### config.mk
export PLATFORM = sky130hd
export DESIGN_NAME = microcode_sequencer
export DESIGN_NICKNAME = d
export VERILOG_FILES = /design/src/rtl/microcode_sequencer_pkg.sv /design/src/rtl/microcode_sequencer_control_rom.sv /design/src/rtl/microcode_sequencer.sv
export SDC_FILE = /design/constraint.sdc
export NUM_CORES = 1
export LEC_CHECK = 0
export ABC_AREA = 0
export CAP_MARGIN = 20
export CELL_PAD_IN_SITES_DETAIL_PLACEMENT = 1
export CELL_PAD_IN_SITES_GLOBAL_PLACEMENT = 1
export CORE_MARGIN = 2
export CORE_UTILIZATION = 35
export DETAILED_ROUTE_END_ITERATION = 7
export DONT_BUFFER_PORTS = 1
export GPL_TIMING_DRIVEN = 0
export PLACE_DENSITY = 0.62
export SYNTH_ARGS = -nofsm -noshare
export SYNTH_HDL_FRONTEND = slang
export SYNTH_SLANG_ARGS = --single-unit
### constraint.sdc
create_clock -name clk -period 2.53 [get_ports clk]
set_clock_uncertainty 0.1 [all_clocks]
set_input_delay 0.253 -clock clk [delete_from_list [all_inputs] [get_ports clk]]
set_output_delay 0.253 -clock clk [all_outputs]
set_load 0.005 [all_outputs]
### src/rtl/microcode_sequencer_pkg.sv
// Shared opcode/addressing enums, sequencer states and control-flag bit map for the 6502-compatible core.
package cpu_pkg;

  localparam int NUMFLAGS = 40;
  typedef logic [NUMFLAGS-1:0] flags_t;

  typedef enum logic [5:0] {
    NOP  = 6'd0,  LDA  = 6'd1,  LDX  = 6'd2,  LDY  = 6'd3,
    STO  = 6'd4,  STA  = 6'd5,  STX  = 6'd6,  STY  = 6'd7,
    ADC  = 6'd8,  ASLA = 6'd9,  ROLA = 6'd10, LSRA = 6'd11,
    RORA = 6'd12, TAX  = 6'd13, TAY  = 6'd14, TYA  = 6'd15,
    BNE  = 6'd16, BEQ  = 6'd17
  } instr_t;

  typedef enum logic [4:0] {
    implied = 5'd0, A = 5'd1, IMMEDIATE = 5'd2, zp = 5'd3, zpX = 5'd4, abs = 5'd5,
    absX = 5'd6, absY = 5'd7, indX = 5'd8, indY = 5'd9, rel = 5'd10
  } addr_mode_t;

  typedef enum logic [1:0] {S_FETCH, S_ADDR, S_FIX, S_EXEC} seq_state_t;

  localparam int F_PC_INC  = 0;
  localparam int F_IR_LD   = 1;
  localparam int F_MEM_RD  = 2;
  localparam int F_MEM_WR  = 3;
  localparam int F_ADL_LD  = 4;
  localparam int F_ADH_LD  = 5;
  localparam int F_ADD_X   = 6;
  localparam int F_ADD_Y   = 7;
  localparam int F_ADH_INC = 8;
  localparam int F_PTR_LO  = 9;
  localparam int F_PTR_HI  = 10;
  localparam int F_A_LD    = 11;
  localparam int F_X_LD    = 12;
  localparam int F_Y_LD    = 13;
  localparam int F_NZ_UPD  = 14;
  localparam int F_ALU_SHL = 15;
  localparam int F_ALU_SHR = 16;
  localparam int F_ALU_ROT = 17;
  localparam int F_ST_SEL  = 18;
  localparam int F_BR_TEST = 19;
  localparam int F_BR_TAKE = 20;
  localparam int F_PC_LD   = 21;
  localparam int F_OFS_LD  = 22;
  localparam int F_SRC_Y   = 23;

  function automatic flags_t fb(input int i);
    return flags_t'(1) << i;
  endfunction

  localparam flags_t FETCH_FLAGS = fb(F_PC_INC) | fb(F_IR_LD) | fb(F_MEM_RD);
  localparam flags_t FIX_FLAGS   = fb(F_ADH_INC) | fb(F_MEM_RD);

endpackage

### src/rtl/microcode_sequencer_control_rom.sv
// Combinational control-flag tables indexed by (addressing mode, step) and (instruction, step).
module control_rom
  import cpu_pkg::*;
#(
  parameter int STEPW     = 3,
  parameter int NUM_INSTR = 64,
  parameter int NUM_ADDR  = 16
) (
  input  logic [4:0]       i_addr_code,
  input  logic [STEPW-1:0] i_addr_step,
  input  logic [5:0]       i_instr_code,
  input  logic [STEPW-1:0] i_instr_step,
  input  logic             i_br_row,
  output flags_t           o_addr_flags,
  output flags_t           o_instr_flags
);

  localparam flags_t OPR_LO = fb(F_PC_INC) | fb(F_MEM_RD) | fb(F_ADL_LD);
  localparam flags_t OPR_HI = fb(F_PC_INC) | fb(F_MEM_RD) | fb(F_ADH_LD);

  int         w_astep;
  int         w_istep;
  logic [5:0] w_key;

  always_comb begin
    o_addr_flags = '0;
    w_astep      = int'(i_addr_step);
    if (int'(i_addr_code) < NUM_ADDR) begin
      case (i_addr_code)
        zp:  if (w_astep == 0) o_addr_flags = OPR_LO;
        zpX: case (w_astep)
               0:       o_addr_flags = OPR_LO;
               1:       o_addr_flags = fb(F_ADD_X);
               default: ;
             endcase
        abs, absX, absY: case (w_astep)
               0:       o_addr_flags = OPR_LO;
               1:       o_addr_flags = OPR_HI
                                     | ((i_addr_code == absX) ? fb(F_ADD_X) : '0)
                                     | ((i_addr_code == absY) ? fb(F_ADD_Y) : '0);
               default: ;
             endcase
        indY: case (w_astep)
               0:       o_addr_flags = OPR_LO;
               1:       o_addr_flags = fb(F_MEM_RD) | fb(F_PTR_LO);
               2:       o_addr_flags = fb(F_MEM_RD) | fb(F_PTR_HI) | fb(F_ADD_Y);
               default: ;
             endcase
        rel: if (w_astep == 0) o_addr_flags = fb(F_PC_INC) | fb(F_MEM_RD) | fb(F_OFS_LD);
        default: ;
      endcase
    end
  end

  // All three stores share one table row; the register source is chosen elsewhere.
  always_comb begin
    o_instr_flags = '0;
    w_istep       = int'(i_instr_step);
    w_key         = (i_instr_code == STA || i_instr_code == STX || i_instr_code == STY)
                    ? STO : i_instr_code;
    if (int'(w_key) < NUM_INSTR) begin
      if (i_br_row) begin
        if (w_key == BNE || w_key == BEQ) o_instr_flags = fb(F_BR_TAKE) | fb(F_PC_LD);
      end else begin
        case (w_key)
          LDA: case (w_istep)
                 0:       o_instr_flags = fb(F_MEM_RD);
                 1:       o_instr_flags = fb(F_A_LD) | fb(F_NZ_UPD);
                 default: ;
               endcase
          LDX:  if (w_istep == 0) o_instr_flags = fb(F_MEM_RD) | fb(F_X_LD) | fb(F_NZ_UPD);
          LDY:  if (w_istep == 0) o_instr_flags = fb(F_MEM_RD) | fb(F_Y_LD) | fb(F_NZ_UPD);
          STO:  if (w_istep == 0) o_instr_flags = fb(F_MEM_WR) | fb(F_ST_SEL);
          ASLA: if (w_istep == 0) o_instr_flags = fb(F_ALU_SHL) | fb(F_A_LD) | fb(F_NZ_UPD);
          ROLA: if (w_istep == 0) o_instr_flags = fb(F_ALU_SHL) | fb(F_ALU_ROT) | fb(F_A_LD) | fb(F_NZ_UPD);
          LSRA: if (w_istep == 0) o_instr_flags = fb(F_ALU_SHR) | fb(F_A_LD) | fb(F_NZ_UPD);
          RORA: if (w_istep == 0) o_instr_flags = fb(F_ALU_SHR) | fb(F_ALU_ROT) | fb(F_A_LD) | fb(F_NZ_UPD);
          TYA:  if (w_istep == 0) o_instr_flags = fb(F_SRC_Y) | fb(F_A_LD) | fb(F_NZ_UPD);
          BNE, BEQ: if (w_istep == 0) o_instr_flags = fb(F_BR_TEST);
          default: ;
        endcase
      end
    end
  end

endmodule

### src/rtl/microcode_sequencer.sv
// Steps FETCH -> ADDR -> optional FIX -> EXEC and drives the per-cycle control flags from the latched codes.
module microcode_sequencer
  import cpu_pkg::*;
#(
  parameter int NUMFLAGS  = cpu_pkg::NUMFLAGS,
  parameter int STEPW     = 3,
  parameter int NUM_INSTR = 64,
  parameter int NUM_ADDR  = 16
) (
  input  logic                clk,
  input  logic                rst,
  input  logic                ready,
  input  logic                load,
  input  logic [5:0]          instructionCode,
  input  logic [4:0]          addressingCode,
  input  logic [2:0]          addressTimingCode,
  input  logic [2:0]          opTimingCode,
  input  logic                pageCross,
  input  logic                branchTaken,
  output logic [NUMFLAGS-1:0] outFlags,
  output logic [STEPW-1:0]    timeOut,
  output logic                isAddressing,
  output logic                sync,
  output logic                done
);

  seq_state_t       r_state, w_state_nxt;
  logic [STEPW-1:0] r_step, w_step_nxt;
  logic [5:0]       r_instr, w_instr_nxt;
  logic [4:0]       r_mode, w_mode_nxt;
  logic [2:0]       r_alen, w_alen_nxt, r_olen, w_olen_nxt, w_olen_eff;
  logic             r_brx, w_brx_nxt;
  logic             w_bypass, w_indexed, w_store, w_branch, w_addr_last, w_exec_last, w_finish;
  flags_t           w_addr_flags, w_instr_flags;

  control_rom #(.STEPW(STEPW), .NUM_INSTR(NUM_INSTR), .NUM_ADDR(NUM_ADDR)) u_rom (
    .i_addr_code   (r_mode),
    .i_addr_step   (r_step),
    .i_instr_code  (r_instr),
    .i_instr_step  (r_step),
    .i_br_row      (r_brx),
    .o_addr_flags  (w_addr_flags),
    .o_instr_flags (w_instr_flags)
  );

  assign w_bypass    = (addressingCode == IMMEDIATE) || (addressingCode == implied) ||
                       (addressingCode == A) || (addressTimingCode == 3'd0);
  assign w_indexed   = (r_mode == absX) || (r_mode == absY) || (r_mode == indY);
  assign w_store     = (r_instr == STA) || (r_instr == STX) || (r_instr == STY);
  assign w_branch    = (r_instr == BNE) || (r_instr == BEQ);
  assign w_olen_eff  = (r_olen == 3'd0) ? 3'd1 : r_olen;
  assign w_addr_last = (r_step == STEPW'(r_alen - 3'd1));
  assign w_exec_last = (r_step == STEPW'(w_olen_eff - 3'd1));
  // branchTaken is only valid on the last EXEC step, so finishing there must look at it directly.
  assign w_finish    = r_brx || (w_exec_last && !(w_branch && branchTaken));

  always_ff @(posedge clk) begin
    if (rst) begin
      r_state <= S_FETCH;
      r_step  <= '0;
      r_instr <= NOP;
      r_mode  <= implied;
      r_alen  <= '0;
      r_olen  <= '0;
      r_brx   <= 1'b0;
    end else begin
      r_state <= w_state_nxt;
      r_step  <= w_step_nxt;
      r_instr <= w_instr_nxt;
      r_mode  <= w_mode_nxt;
      r_alen  <= w_alen_nxt;
      r_olen  <= w_olen_nxt;
      r_brx   <= w_brx_nxt;
    end
  end

  always_comb begin
    w_state_nxt = r_state;
    w_step_nxt  = r_step;
    w_instr_nxt = r_instr;
    w_mode_nxt  = r_mode;
    w_alen_nxt  = r_alen;
    w_olen_nxt  = r_olen;
    w_brx_nxt   = r_brx;
    if (ready) begin
      case (r_state)
        S_FETCH: if (load) begin
          w_instr_nxt = instructionCode;
          w_mode_nxt  = addressingCode;
          w_alen_nxt  = addressTimingCode;
          w_olen_nxt  = opTimingCode;
          w_step_nxt  = '0;
          w_brx_nxt   = 1'b0;
          w_state_nxt = w_bypass ? S_EXEC : S_ADDR;
        end
        S_ADDR: begin
          if (w_addr_last) begin
            w_step_nxt  = '0;
            w_state_nxt = (w_indexed && (pageCross || w_store)) ? S_FIX : S_EXEC;
          end else begin
            w_step_nxt  = r_step + STEPW'(1);
          end
        end
        S_FIX: begin
          w_step_nxt  = '0;
          w_state_nxt = S_EXEC;
        end
        S_EXEC: begin
          if (w_finish) begin
            w_step_nxt  = '0;
            w_brx_nxt   = 1'b0;
            w_state_nxt = S_FETCH;
          end else begin
            w_step_nxt  = r_step + STEPW'(1);
            w_brx_nxt   = w_exec_last;
          end
        end
        default: w_state_nxt = S_FETCH;
      endcase
    end
  end

  always_comb begin
    outFlags = NUMFLAGS'(FETCH_FLAGS);
    case (r_state)
      S_ADDR:  outFlags = NUMFLAGS'(w_addr_flags);
      S_FIX:   outFlags = NUMFLAGS'(FIX_FLAGS);
      S_EXEC:  outFlags = NUMFLAGS'(w_instr_flags);
      default: ;
    endcase
  end

  assign timeOut      = r_step;
  assign sync         = (r_state == S_FETCH);
  assign isAddressing = (r_state == S_ADDR) || (r_state == S_FIX);
  assign done         = (r_state == S_EXEC) && w_finish;

endmodule
==> reports/metrics.cfg <==
[cts]
cts_buffers = 3
clkTransAtPathRegs_ns = 0.09
clkSinkCount = 23
cts_tree = yes
clock_latency_ns = 0.27
cts.htree.levels = 1
cts-root-buf = clkbuf_8
clk_path_buf_depth = 2

[floorplanning]
chipWidth_um = 77.11
core_mm2 = 0.005140
placementRows = 26
die_h_um = 77.11
start_util = 0.3639
ios = 69
fp.dieArea_mm2 = 0.005945

[drt]
drt_iter0_drc = 60
firstDrtPassIters = 4
remaining_drc_errors = 0
via_per_inst = 5.127
wirelength_um = 5382
vias = 1820
avgRoutedWirePerCell_um = 15.16
drtAntennaViolNets = 0

[synth]
synth_edf_count = 0
async_reset_ff_frac = 0
yosysTopAreaCell = dfxtp_1
yosysWarningCount = 0
postSynthCellCount = 261
yosysSeqAreaShare = 0.2462
synthFlopType = dfxtp_1
synthTopCellsByArea = dfxtp_1 25%, nand2_1 9.4%, buf_4 7.6%, ha_1 6.7%, a21oi_1 6.4%
synth_cell_type_count = 55
avgSynthCellArea_um2 = 7.167
yosys.area.top_type_share = 0.2462
ys_ff_latch = 23
netlist_area_mm2 = 0.001871

[critical_path]
crit_arrival_ns = 2.11
cp_max_fo = 5
path_cells = buf_6 -> and3b_1 -> o21ai_2 -> o2111ai_2 -> or3_4 -> nor4bb_4 -> buf_4
cp_top_family = simple AND/OR/NAND/NOR gates
crit_type = register to primary output
path_buf_inv = 2
cp-start-kind = register
critPathCaptureType = primary output
crit_required_ns = 2.18
crit_path_max_incr_delay_ns = 0.42
crit_path_top_delay_cell = or3_4

[layout]
nets = 319
final_util = 0.4243
diodes = 0
drive_above_1_share = 0.1930
most-common-layout-cells = 47 x nand2_1, 24 x a21oi_1, 24 x buf_4
area_growth_pct = 16.59
final_common_cell = nand2_1

[sta]
relSlewSlack = 0.5535
min_period_over_period = 0.9741
hold_violations = 0
tightest_slew_ns = 0.6528
drv_slew = 0
max_freq_mhz = 405.8
fin_tns_setup_ns = 0
post-route-min-period_ns = 2.464
setup_viol = 0
rsz0062_at_grt = true

[global_routing]
grt_max_degree = 13
grt_pass1_vias = 1685
grt_pass1_wl_um = 8652
grt.total_usage = 0.1792
gr-total-overflow = 0
antenna_found_initial = 0

[pwr]
ir_worst_vdd_mv = 0.2444
power.leakage_nw = 0.8394
powerDensity_mw_per_mm2 = 455.3

[status]
outcome = complete, no violations

[placed_design]
hpwl_um = 4257
numPortBuffers = 0
gp_congestion = 0.7709

[job]
maxCapViolations = 0

[min_path]
min_path_type = primary input to register

## per-stage QoR
step                      power [mW]  hold slack (ns)  cell area, um^2  setup slack, ns  instances
after detailed placement      0.7396           0.2251             2014          0.07870        346
after floorplan               0.6648           0.2219             1927           0.3804        276
after global routing           1.066         0.003304             2181         -0.04303        355
final                         0.9928        0.0009894             2181          0.06564        355
after CTS                     0.9829         0.005339             2103         -0.04284        351
after global placement        0.7354           0.2238             2014          0.05300        346
## worst paths after layout
check                      from           end  slack [ns]  cells past startpoint
max                  r_instr[0]  outFlags[18]        0.07                      7
min reg2reg           r_olen[0]     r_olen[0]        0.37                      2
max reg2reg           r_olen[2]    r_state[0]        0.31                      8
min          instructionCode[0]    r_instr[0]       0.001                      2
## state kept, by name, summed over array words and instances (netlist names)
register  flops
r_instr       6
r_mode        5
r_alen        3
r_olen        3
timeOut       3
r_state       2
r_brx         1
## per-layer routing
metal | track usage | part of all wire | vias to the layer above
met1 | 0.2378 | 0.46 | 852
met3 | 0.04000 | 0.057 | 5
met2 | 0.2982 | 0.47 | 48
li1 | - | - | 915
met4 | 0.03750 | 0.0087 | 0
met5 | 0 | 0 | -
## power by group
part	internal, mW	switching, mW
sequential	0.388	0.0321
combinational	0.143	0.192
clock	0.113	0.125
total	0.643	0.350
## timing repair
action | in CTS | in global routing
resized for setup | 6 | 22
cloned | 0 | 0
setup buffers | 0 | 5
endpoints found under the setup margin | 5 | 19
hold buffers | 1 | 0
pin swaps | 0 | 5
endpoints found under the hold margin | 2 | 0
## synth_stat cells (2+ instances only)
master / count
xnor2_1: 3
ha_1: 10
clkbuf_1: 9
or4_1: 2
buf_2: 4
nand2_1: 47
a31oi_1: 3
nor3b_1: 2
o31ai_1: 2
nor2b_1: 5
nor3_1: 9
nor4_1: 5
dfxtp_1: 23
xor2_1: 3
nand4_1: 3
nand3_1: 7
nor2_1: 20
inv_1: 15
buf_4: 19
a21oi_1: 24
o21ai_0: 7
nand2b_1: 4
or3_1: 3
## kinds of logic (layout without fill, tap and decap cells)
logic type	count (synthesis)	count (layout)	synth area share
and+or+nand+nor	116	116	0.2983
buffers and inverters	48	57	0.1411
DFF	23	23	0.2462
other	1	16	0.002005
muxes	2	2	0.01137
adders and majority gates	10	10	0.06689
xor gates and xnor gates	8	8	0.04884
AOI/OAI and AO/OA	53	53	0.1853
## area by class of cell
type	count	area (um^2)
plain buffers	32	216.5
clock buffers	4	45.04
fillers	698	2959
inverters	15	56.30
multi-input cells	205	1260
flip-flops and latches	23	467.9
well taps	70	87.58
repair buffers	6	47.55
Note: power is estimated with default switching activity, not from simulation.
